[src/rtl/system_sync_pkg.sv]
// Shared types and constants for the system_sync command block and its
// per-channel sync capture units.
package system_sync_pkg;

    typedef enum logic [2:0] {
        S_IDLE,
        S_ARGS,
        S_APPLY,
        S_STREAM,
        S_END
    } state_t;

    localparam int DEF_CMD_GET_VERSION = 0;
    localparam int DEF_RSP_GET_VERSION = 0;
    localparam int DEF_CMD_SYNC_TIME   = 1;
    localparam int DEF_CMD_GET_TIME    = 2;
    localparam int DEF_RSP_GET_TIME    = 1;
    localparam int DEF_CMD_GET_CAPTURE = 3;
    localparam int DEF_RSP_GET_CAPTURE = 2;

    localparam int STAT_LOCKED_BIT = 0;
    localparam int STAT_MISS_BIT   = 1;

    function automatic int nwords(input int time_bits);
        return time_bits / 32;
    endfunction

endpackage

[src/rtl/system_sync_chan.sv]
// One sync channel: synchronises pulse/latch inputs, timestamps every pulse
// transition while unlocked, and flags pulses that arrive while locked.
module system_sync_chan
    import system_sync_pkg::*;
#(
    parameter int TIME_BITS = 64
) (
    input  logic                 clk,
    input  logic                 rst_n,
    input  logic                 pulse_in,
    input  logic                 latch_in,
    input  logic                 clear,
    input  logic [TIME_BITS-1:0] time_in,
    output logic [TIME_BITS-1:0] cap,
    output logic                 locked,
    output logic                 miss
);

    // bits [1:0] are the synchroniser, bit [2] the previous synchronised value
    logic [2:0]           p_sync_q, p_sync_d;
    logic [2:0]           l_sync_q, l_sync_d;
    logic [TIME_BITS-1:0] cap_q, cap_d;
    logic                 locked_q, locked_d;
    logic                 miss_q, miss_d;
    logic                 p_edge, l_rise;

    always_comb begin
        p_sync_d = {p_sync_q[1:0], pulse_in};
        l_sync_d = {l_sync_q[1:0], latch_in};
        p_edge   = p_sync_q[1] ^ p_sync_q[2];
        l_rise   = l_sync_q[1] & ~l_sync_q[2];
        cap_d    = cap_q;
        locked_d = locked_q | l_rise;
        miss_d   = miss_q | (p_edge & locked_q);
        if (p_edge && !locked_q) begin
            cap_d = time_in;
        end
        if (clear) begin
            locked_d = 1'b0;
            miss_d   = 1'b0;
        end
    end

    always_ff @(posedge clk) begin
        if (!rst_n) begin
            p_sync_q <= '0;
            l_sync_q <= '0;
            cap_q    <= '0;
            locked_q <= 1'b0;
            miss_q   <= 1'b0;
        end else begin
            p_sync_q <= p_sync_d;
            l_sync_q <= l_sync_d;
            cap_q    <= cap_d;
            locked_q <= locked_d;
            miss_q   <= miss_d;
        end
    end

    assign cap    = cap_q;
    assign locked = locked_q;
    assign miss   = miss_q;

endmodule

[src/rtl/system_sync.sv]
// Host command engine (version, time read, capture readout, time sync) in
// front of NCH sync-pulse capture channels.
module system_sync
    import system_sync_pkg::*;
#(
    parameter int CMD_BITS        = 8,
    parameter int CMD_GET_VERSION = DEF_CMD_GET_VERSION,
    parameter int RSP_GET_VERSION = DEF_RSP_GET_VERSION,
    parameter int CMD_SYNC_TIME   = DEF_CMD_SYNC_TIME,
    parameter int CMD_GET_TIME    = DEF_CMD_GET_TIME,
    parameter int RSP_GET_TIME    = DEF_RSP_GET_TIME,
    parameter int CMD_GET_CAPTURE = DEF_CMD_GET_CAPTURE,
    parameter int RSP_GET_CAPTURE = DEF_RSP_GET_CAPTURE,
    parameter int VERSION         = 2,
    parameter int TIME_BITS       = 64,
    parameter int NCH             = 4,
    parameter int SYNC_LATENCY    = 4
) (
    input  logic                 clk,
    input  logic                 rst_n,
    input  logic [CMD_BITS-1:0]  cmd,
    input  logic                 cmd_ready,
    input  logic [31:0]          arg_data,
    output logic                 arg_advance,
    output logic                 cmd_done,
    output logic [31:0]          param_data,
    output logic                 param_write,
    input  logic [TIME_BITS-1:0] time_in,
    output logic [TIME_BITS-1:0] time_out,
    output logic                 time_out_en,
    input  logic [NCH-1:0]       pulse_in,
    input  logic [NCH-1:0]       latch_in
);

    localparam int NW = nwords(TIME_BITS);
    localparam int VW = 32 * (NW + 1);

    state_t               state_q, state_d;
    logic [15:0]          cnt_q, cnt_d;
    logic [TIME_BITS-1:0] args_q, args_d;
    logic [VW-1:0]        rsp_q, rsp_d;
    logic [31:0]          rsp_code_q, rsp_code_d;
    logic                 is_sync_q, is_sync_d;
    logic [NCH-1:0]       hit_q, hit_d;
    logic [TIME_BITS-1:0] time_out_q, time_out_d;

    logic [TIME_BITS-1:0] cap [NCH];
    logic [NCH-1:0]       locked, miss, clear;
    logic [VW-1:0]        arg_next;
    logic [31:0]          ch_word, status;
    logic [NCH-1:0]       sel;
    logic [TIME_BITS-1:0] sel_cap;

    for (genvar c = 0; c < NCH; c++) begin : g_chan
        system_sync_chan #(.TIME_BITS(TIME_BITS)) u_chan (
            .clk     (clk),
            .rst_n   (rst_n),
            .pulse_in(pulse_in[c]),
            .latch_in(latch_in[c]),
            .clear   (clear[c]),
            .time_in (time_in),
            .cap     (cap[c]),
            .locked  (locked[c]),
            .miss    (miss[c])
        );
    end

    // Channel word is the first argument: oldest word once all sync args are in.
    always_comb begin
        arg_next = {arg_data, args_q};
        ch_word  = is_sync_q ? arg_next[31:0] : arg_data;
        sel      = '0;
        sel_cap  = '0;
        status   = '1;
        for (int c = 0; c < NCH; c++) begin
            if (ch_word == 32'(c)) begin
                sel[c]                  = 1'b1;
                sel_cap                 = cap[c];
                status                  = '0;
                status[STAT_LOCKED_BIT] = locked[c];
                status[STAT_MISS_BIT]   = miss[c];
            end
        end
    end

    always_comb begin
        state_d     = state_q;
        cnt_d       = cnt_q;
        args_d      = args_q;
        rsp_d       = rsp_q;
        rsp_code_d  = rsp_code_q;
        is_sync_d   = is_sync_q;
        hit_d       = hit_q;
        time_out_d  = time_out_q;
        arg_advance = 1'b0;
        cmd_done    = 1'b0;
        param_data  = '0;
        param_write = 1'b0;
        time_out_en = 1'b0;
        clear       = '0;
        case (state_q)
            S_IDLE: begin
                if (cmd_ready) begin
                    if (cmd == CMD_BITS'(CMD_GET_VERSION)) begin
                        rsp_d      = VW'(VERSION);
                        rsp_code_d = 32'(RSP_GET_VERSION);
                        cnt_d      = 16'd1;
                        state_d    = S_STREAM;
                    end else if (cmd == CMD_BITS'(CMD_GET_TIME)) begin
                        rsp_d      = VW'(time_in);
                        rsp_code_d = 32'(RSP_GET_TIME);
                        cnt_d      = 16'(NW);
                        state_d    = S_STREAM;
                    end else if (cmd == CMD_BITS'(CMD_GET_CAPTURE)) begin
                        rsp_code_d = 32'(RSP_GET_CAPTURE);
                        is_sync_d  = 1'b0;
                        cnt_d      = 16'd1;
                        state_d    = S_ARGS;
                    end else if (cmd == CMD_BITS'(CMD_SYNC_TIME)) begin
                        rsp_code_d = '0;
                        is_sync_d  = 1'b1;
                        cnt_d      = 16'(NW + 1);
                        state_d    = S_ARGS;
                    end else begin
                        rsp_code_d = '0;
                        state_d    = S_END;
                    end
                end
            end
            S_ARGS: begin
                arg_advance = 1'b1;
                args_d      = arg_next[VW-1:32];
                cnt_d       = cnt_q - 16'd1;
                if (cnt_q == 16'd1) begin
                    if (is_sync_q) begin
                        hit_d = sel;
                        if (|sel) begin
                            time_out_d = time_in - sel_cap + arg_next[VW-1:32]
                                       + TIME_BITS'(SYNC_LATENCY);
                        end
                        state_d = S_APPLY;
                    end else begin
                        rsp_d   = {sel_cap, status};
                        cnt_d   = 16'(NW + 1);
                        state_d = S_STREAM;
                    end
                end
            end
            S_APPLY: begin
                time_out_en = |hit_q;
                cmd_done    = 1'b1;
                clear       = hit_q;
                state_d     = S_IDLE;
            end
            S_STREAM: begin
                param_write = 1'b1;
                param_data  = rsp_q[31:0];
                rsp_d       = rsp_q >> 32;
                cnt_d       = cnt_q - 16'd1;
                if (cnt_q == 16'd1) begin
                    state_d = S_END;
                end
            end
            S_END: begin
                cmd_done   = 1'b1;
                param_data = rsp_code_q;
                state_d    = S_IDLE;
            end
            default: state_d = S_IDLE;
        endcase
    end

    always_ff @(posedge clk) begin
        if (!rst_n) begin
            state_q    <= S_IDLE;
            cnt_q      <= '0;
            args_q     <= '0;
            rsp_q      <= '0;
            rsp_code_q <= '0;
            is_sync_q  <= 1'b0;
            hit_q      <= '0;
            time_out_q <= '0;
        end else begin
            state_q    <= state_d;
            cnt_q      <= cnt_d;
            args_q     <= args_d;
            rsp_q      <= rsp_d;
            rsp_code_q <= rsp_code_d;
            is_sync_q  <= is_sync_d;
            hit_q      <= hit_d;
            time_out_q <= time_out_d;
        end
    end

    assign time_out = time_out_q;

endmodule

[config.mk]
export PLATFORM = sky130hd
export DESIGN_NAME = system_sync
export DESIGN_NICKNAME = d
export VERILOG_FILES = /design/src/rtl/system_sync_pkg.sv /design/src/rtl/system_sync_chan.sv /design/src/rtl/system_sync.sv
export SDC_FILE = /design/constraint.sdc
export NUM_CORES = 2
export LEC_CHECK = 0
export BUFFER_PORTS_ARGS = -buffer_cell sky130_fd_sc_hd__buf_4
export CELL_PAD_IN_SITES_DETAIL_PLACEMENT = 0
export CELL_PAD_IN_SITES_GLOBAL_PLACEMENT = 1
export CORE_MARGIN = 2
export CORE_UTILIZATION = 48
export CTS_BUF_LIST = sky130_fd_sc_hd__clkbuf_2 sky130_fd_sc_hd__clkbuf_4 sky130_fd_sc_hd__clkbuf_8
export CTS_CLUSTER_SIZE = 16
export DETAILED_ROUTE_END_ITERATION = 6
export PLACE_DENSITY = 0.89
export RECOVER_POWER = 100
export SLEW_MARGIN = 40
export SYNTH_ARGS = -nofsm -noshare
export SYNTH_HDL_FRONTEND = slang
export SYNTH_HIERARCHICAL = 1
export SYNTH_SLANG_ARGS = --single-unit
[constraint.sdc]
create_clock -name clk -period 9.1 [get_ports clk]
set_input_delay 0.455 -clock clk [delete_from_list [all_inputs] [get_ports clk]]
set_output_delay 0.455 -clock clk [all_outputs]
set_load 0.01 [all_outputs]
Word-level counts from Yosys, hierarchy flattened
Cells that the tools add are included.
Widths: inputs -> output; s select.
{"block": "word_totals", "reg_bits": 568, "latch_bits": 0, "ram_bits": 0, "romBits": 0, "inputBits": 115, "out_inout_bits": 100, "elab_cells": 150, "mem_count": 0}
{"block": "classes", "add_sub_neg": 4, "mul": 0, "n_div": 0, "order_cmp": 0, "n_eq_ne": 17, "n_shift": 0, "muxes": 47, "bitwise": 27, "reduce_logical": 27}
{"op": "$mux 96", "count": 5}
{"op": "$pmux 96 s3", "count": 1}
{"op": "$mux 64", "count": 4}
{"op": "$mux 32", "count": 5}
{"op": "$mux 16", "count": 7}
{"op": "$add 64x3->64 const B", "count": 1}
{"op": "$add 64x64->64", "count": 1}
{"op": "$eq 32x2->1 const B", "count": 2}
{"op": "$pmux 32 s2", "count": 1}
{"op": "$sub 64x64->64", "count": 1}
{"op": "$pmux 16 s3", "count": 1}
{"op": "$eq 32x1->1 const B", "count": 1}
{"op": "$logic_not 32->1", "count": 1}
{"op": "$mux 3", "count": 7}
{"op": "$eq 16x1->1 const B", "count": 1}
{"op": "$eq 8x2->1 const B", "count": 2}
{"op": "$sub 16x1->16 const B", "count": 1}
{"op": "$mux 1", "count": 11}
{"op": "$reduce_and 5->1", "count": 2}
{"op": "$reduce_or 2->1", "count": 5}
{"op": "$pmux 3 s3", "count": 1}
{"op": "$reduce_and 3->1", "count": 3}
{"op": "$and 1x1->1", "count": 8}
{"op": "$eq 8x1->1 const B", "count": 1}
{"op": "other kinds (20)", "count": 49}

Logic depth before layout (Yosys ltp)
{"block": "logic_depth", "word_depth": 9, "depth_mapped": 24, "depth_no_buf": 22}

Modules after synthesis
Netlist, hierarchy kept.
{"module": "system_sync", "instances": 1, "cells_per_inst": 2218, "area_each_um2": 18651.6, "seq_area_each_um2": 5004.8}
{"module": "system_sync_chan", "instances": 4, "cells_per_inst": 300, "area_each_um2": 2856.5, "seq_area_each_um2": 1441.4}

Worst setup path before layout
No wires, ideal clock.
{"block": "synth_timing", "kind": "register to register", "startpoint": "register is_sync_q", "endpoint": "register time_out_q[63], in the netlist time_out[63]", "setup_time_ns": 0.122, "arrival_time_ns": 6.183, "required_ns": 8.978, "path_slack_ns": 2.795, "path_stages_with_launch": 24, "n_path_buf": 4, "synth_period_minus_slack_ns": 6.305, "cell_sequence": "dfxtp_1 > clkbuf_1 > inv_1 > a21boi_1 > clkbuf_1 > clkbuf_1 > buf_1 > mux4_2 > and2_1 > fa_1 > inv_1 > ha_1 > ha_1 > and2_1 > a311oi_2 > and3_1 > nand4_1 > o21ai_0 > o21bai_1 > a221o_1 > a41o_1 > a2111oi_1 > o221ai_1 > o311a_1"}
{"block": "synth_via", "elab_chain_cells": 9, "word_cells_on_any_way": 18, "classes_between": "3 x add/sub; 3 x eq/ne; 9 x mux; 3 x reduce/logical"}
{"element": "from (decl)", "line_no": "system_sync.sv:43", "text": "logic is_sync_q, is_sync_d;"}
{"element": "from (signal assigned)", "line_no": "system_sync.sv:189", "text": "is_sync_q <= is_sync_d;"}
{"element": "$mux 32", "line_no": "system_sync.sv:71", "text": "ch_word = is_sync_q ? arg_next[31:0] : arg_data;"}
{"element": "$logic_not 32->1", "line_no": "system_sync.sv:76", "text": "if (ch_word == 32'(c)) begin"}
{"element": "$mux 64 (4 in a row)", "line_no": "system_sync.sv:76"}
{"element": "$sub 64x64->64", "line_no": "system_sync.sv:138", "text": "time_out_d = time_in - sel_cap + arg_next[VW-1:32]"}
{"element": "$add 64x64->64", "line_no": "system_sync.sv:138"}
{"element": "$add 64x3->64", "line_no": "system_sync.sv:139", "text": "+ TIME_BITS'(SYNC_LATENCY);"}
{"element": "to (signal assigned)", "line_no": "system_sync.sv:191", "text": "time_out_q <= time_out_d;"}
{"element": "to (decl)", "line_no": "system_sync.sv:45", "text": "logic [TIME_BITS-1:0] time_out_q, time_out_d;"}
Several ways; a longest one is shown, not always the timed one.
A chain may end at the register's enable or synchronous reset.

Final worst setup path
Same ends and word-level chain as after synthesis.

==> summary by stage <==
Outcome
The run finished, with violations left. The checks that failed: max-capacitance violations, max-slew violations.

Placement
The placed cell count is roughly 4300. Before CTS, the worst setup slack after placement is 2.24 ns. The count of input and output buffers is 214. The wire-length estimate of the detail-placed layout is 70700 um. Routability-driven placement finished with a final weighted congestion of 1.04.

Timing
The worst-case headroom to the max-slew limit is -1.69. Setup total negative slack on the finished layout was measured at 0 ns. The final critical-path share of the clock period is 0.837. The actual slew at the worst max-slew pin is 4.04 ns. The post-layout worst setup margin is 1.48 ns. Setup repair after global routing left no endpoint under its margin. The number of hold violations in the final report is 0.

The setup violation total in the final timing report is 0. The final critical path time including I/O delays and setup is 7.62 ns. Between clock sinks in the finished design, the worst skew comes to about 0.038 ns. Hold timing on the final database bottoms out at a slack of 0.0644 ns. The number of max-slew violations in the final report is ~950.

The maximum operating frequency is 131 MHz.

Synthesis
The post-synthesis cell type count is between 70 and 80. The post-synthesis net count is 3724. Each instance of the synthesized netlist takes up on average approximately 9 um2. The most used flip-flop cell after synthesis is sky130_fd_sc_hd__dfxtp_1. The post-synthesis sequential area ratio is 0.358. Yosys mapped a number of flops with a built-in enable equal to 0. In the synthesized netlist the async set-or-reset flop fraction comes to 0. Summing every instance area after synthesis gives 30100 um2. The synthesized design contains ~540 register bits. The number of standard cells after synthesis is between 3000 and 4000. The count of synthesis-stage warnings from yosys is 6.

Critical path
Grouping stages by cell kind, the critical path spends the most delay in compound AO/OA/AOI/OAI gates. For the worst setup path, the data arrival time is between 8 and 9 ns. The type of origin of the critical path is a flop. Among all stages on the critical path, the largest delay is contributed by sky130_fd_sc_hd__clkbuf_1. For this run, the slowest stage of the critical path takes between 0.9 and 1 ns. Of all nets on the critical path, the largest fanout is 20. The signal on the critical path passes through inv_1 -> a21boi_4 -> clkbuf_1 -> and2_1 -> a211oi_1 -> a311oi_1 -> fa_1 -> inv_1 -> ha_1 -> ha_1 -> o21a_1 -> o21ai_0 -> a211o_1 -> a311oi_1 -> o21ai_0 -> o21bai_1 -> a221o_1 -> a41o_1 -> a2111oi_0 -> o221ai_1 -> o311a_1. The worst setup path is of the flop to flop kind. STA classifies the critical path endpoint as a flop. The number of buffer and inverter instances along the worst setup path is 3. The data required time at the worst endpoint is roughly 9.7 ns.

Floorplan
The placeable core region is between 60000 and 70000 um2. The area of the die is approximately 65000 um2. The overall die width is 254 um. During I/O placement, the number of pins put on the boundary was 215. The initial core utilization is 0.486.

The die outline height is 254 um. The row count is between 90 and 100.

Routing
The residual DRC count is 0. The via count normalized by instance count is 5.69. The final antenna-violating net count is 0. Detailed routing inserted a total of ~25000 vias.

The count of TritonRoute iterations in the first routing pass is 5. After the first detailed-routing iteration, the DRC count stood at 2793. The final layout contains routed wiring with a total length of 98200 um.

Dividing the detail-routed wire length by the instance count gives approximately 22 um.

Power
The peak supply drop is 0.0947 mV. The total leakage power is about 13 nW. Of the total power, the clock network draws 0.389. Of the total power, the share spent switching nets is 0.307. Of the total power, combinational logic draws 0.222. Power spread over the standard cell area amounts to 194 nW/um2. Cell internal power was estimated by the tool at 0.00450 W. The share of total power dissipated in sequential elements is 0.389. The net switching power is 0.00200 W. The total design power is 0.00650 W.

Clocking
The number of buffers inserted to repair setup after CTS is 0. The number of CTS-inserted buffers is 91. The number of gates resized after CTS was 0. The buffer levels on the longest clock path is 3. The number of hold buffers added after CTS is 8.

After clock tree synthesis, the clock-pin slew on the worst setup and hold paths is ~0.07 ns. The insertion delay to the later sink of the worst-skew pair is 0.70 ns. The cell sitting at the root of the clock tree is a sky130_fd_sc_hd__clkbuf_8. The clock tree from TritonCTS is yes. The number of sinks driven by the clock tree is 538. The level count of the clock H-tree is 3.

GRT
In the global route stage, met3 resource usage came out at 0.0583. Summed over all layers, the global routing overflow is 0. For met2 alone, demand over resource in global routing was 0.440. The number of antenna violations at the first check in global routing is 8. The total routing usage reported by global routing is 0.296. The number of global-route vias before repair is 23600. For met1 alone, demand over resource in global routing was 0.391. met2 is the most crowded layer. The maximum number of pins on one net before global-route repair is 122. The first global-routing pass estimated 144000 um of wire.

Final layout
The multi-input combinational cells in the finished layout cover a total of 17300 um2. Once layout is complete, the cells apart from fillers number 4452. After the last flow step, the layout net total stands at 3842.

Registers take 10800 um2. In the final layout, the share of cells above drive strength 1 is 0.117. Fill cells in the final layout number 5693.

The synthesis-to-finish area growth is 11.6%.

Min path
The worst hold path belongs to the class input port to flop.

Job
Max-cap violations in this run came to 12.
[registers in the layout, summed over array words and instances, names as in the netlist, 4 cells and up]
name and cells:
args_q 64, cnt_q 16, g_chan.u_chan/cap 256, g_chan.u_chan/l_sync_q 12
g_chan.u_chan/locked 4, g_chan.u_chan/miss 4, g_chan.u_chan/p_sync_q 12, hit_q 4
rsp_q 96, time_out 64
[final timing paths]
| check | from | end | slack, ns | cells after the start |
|---|---|---|---|---|
| min reg2reg | g_chan[2].u_chan/p_sync_q[0]$_SDFF_PN0_ | g_chan[2].u_chan/p_sync_q[1]$_SDFF_PN0_ | 0.43 | 1 |
| min | time_in[1] | g_chan[2].u_chan/cap[1]$_SDFFE_PN0P_ | 0.06 | 3 |
| max | is_sync_q$_SDFFE_PN0P_ | time_out[63]$_SDFFE_PN0P_ | 1.48 | 21 |
| max reg2reg | is_sync_q$_SDFFE_PN0P_ | time_out[63]$_SDFFE_PN0P_ | 1.48 | 21 |
[layout make-up]
| class | instances | area share |
|---|---|---|
| clock inverter | 20 | 0.00884 |
| sequential | 538 | 0.321 |
| clock buffer | 147 | 0.0553 |
| inverter | 168 | 0.0188 |
| tap | 837 | 0.0312 |
| antenna | 5 | 0.000373 |
| multi-input combinational | 2471 | 0.515 |
| timing repair buffer | 266 | 0.0490 |
[worst register-to-register path, cell delays in order, from the launching register on]
cell and delay [ns]:
sky130_fd_sc_hd__dfxtp_1 0.62, sky130_fd_sc_hd__inv_1 0.22, sky130_fd_sc_hd__a21boi_4 0.54, sky130_fd_sc_hd__clkbuf_1 0.98, sky130_fd_sc_hd__and2_1 0.25, sky130_fd_sc_hd__a211oi_1 0.05
sky130_fd_sc_hd__a311oi_1 0.65, sky130_fd_sc_hd__fa_1 0.54, sky130_fd_sc_hd__inv_1 0.07, sky130_fd_sc_hd__ha_1 0.23, sky130_fd_sc_hd__ha_1 0.36, sky130_fd_sc_hd__o21a_1 0.20
sky130_fd_sc_hd__o21ai_0 0.32, sky130_fd_sc_hd__a211o_1 0.18, sky130_fd_sc_hd__a311oi_1 0.12, sky130_fd_sc_hd__o21ai_0 0.45, sky130_fd_sc_hd__o21bai_1 0.17, sky130_fd_sc_hd__a221o_1 0.38
sky130_fd_sc_hd__a41o_1 0.28, sky130_fd_sc_hd__a2111oi_0 0.55, sky130_fd_sc_hd__o221ai_1 0.18, sky130_fd_sc_hd__o311a_1 0.16
[power groups by stage]
stage                     sequential, W  clock (W)  combinational [W]
after floorplan                 0.00256          0            0.00102
after global placement          0.00258          0            0.00139
after detailed placement        0.00258          0            0.00140
after CTS                       0.00253    0.00256            0.00141
after global routing            0.00254    0.00267            0.00156
final                           0.00253    0.00253            0.00144
[logic make-up after synthesis]
group,share of synthesized area
buf+inv,0.0702
xor+xnor,0.0224
simple gates,0.198
flops,0.358
compound gates,0.124
mux,0.132
fa+ha+maj,0.0952
[stage by stage]
step | instance area [um2] | util
2_1_floorplan | 30100 | -
3_3_place_gp | 31600 | 0.511
3_5_place_dp | 31700 | 0.513
4_1_cts | 34000 | 0.549
5_1_grt | 33500 | 0.543
6_report | 33600 | 0.543
[cell usage in the layout, fill, tap and decap left out, types with 37 or more instances in the layout]
cell type / n
sky130_fd_sc_hd__nand2_1: 825
sky130_fd_sc_hd__dfxtp_1: 538
sky130_fd_sc_hd__mux2i_1: 257
sky130_fd_sc_hd__inv_1: 167
sky130_fd_sc_hd__o21ai_0: 145
sky130_fd_sc_hd__buf_4: 139
sky130_fd_sc_hd__nor2_1: 131
sky130_fd_sc_hd__ha_1: 128
sky130_fd_sc_hd__clkbuf_8: 120
sky130_fd_sc_hd__clkbuf_1: 109
sky130_fd_sc_hd__a21oi_1: 95
sky130_fd_sc_hd__a21boi_0: 75
sky130_fd_sc_hd__and2_1: 66
sky130_fd_sc_hd__fa_1: 63
sky130_fd_sc_hd__a221oi_1: 60
sky130_fd_sc_hd__mux4_2: 55
sky130_fd_sc_hd__a21o_1: 45
sky130_fd_sc_hd__xnor2_1: 44
sky130_fd_sc_hd__and2_0: 42
sky130_fd_sc_hd__nor2b_1: 40
sky130_fd_sc_hd__and3_1: 37
[per-layer routing]
metal,share of wire,up-vias
li1,-,11900
met4,0.072,6
met2,0.42,1209
met5,0.00043,-
met3,0.092,271
met1,0.41,12000
[cell usage after synthesis (13+ instances only)]
master                     count  area (um2)
sky130_fd_sc_hd__nor4_1       20         125
sky130_fd_sc_hd__xor2_1       33         289
sky130_fd_sc_hd__mux2i_1     258        2580
sky130_fd_sc_hd__nand2_1     826        3100
sky130_fd_sc_hd__nand4_1      18         113
sky130_fd_sc_hd__o21ai_0     144         721
sky130_fd_sc_hd__nand3_1      33         165
sky130_fd_sc_hd__nor2b_1      41         257
sky130_fd_sc_hd__xnor2_1      44         385
sky130_fd_sc_hd__buf_1        15        56.3
sky130_fd_sc_hd__a311oi_1     13         114
sky130_fd_sc_hd__mux4_2       55        1240
sky130_fd_sc_hd__buf_2        24         120
sky130_fd_sc_hd__nor3_1       29         145
sky130_fd_sc_hd__fa_1         63        1260
sky130_fd_sc_hd__clkbuf_1    157         589
sky130_fd_sc_hd__nand2b_1     17         106
sky130_fd_sc_hd__a221oi_1     60         526
sky130_fd_sc_hd__a21o_1       45         338
sky130_fd_sc_hd__a211oi_1     17         128
sky130_fd_sc_hd__nor3b_1      33         248
sky130_fd_sc_hd__a21boi_0     75         563
sky130_fd_sc_hd__inv_1       168         631
sky130_fd_sc_hd__nor2_1      131         492
sky130_fd_sc_hd__a21oi_1      95         475
sky130_fd_sc_hd__dfxtp_1     538       10800
sky130_fd_sc_hd__and3_1       37         231
sky130_fd_sc_hd__buf_12       28         561
sky130_fd_sc_hd__ha_1        128        1600
sky130_fd_sc_hd__a22oi_1      25         188
sky130_fd_sc_hd__and2_1      109         682
Power figures use the tool's default switching activity.
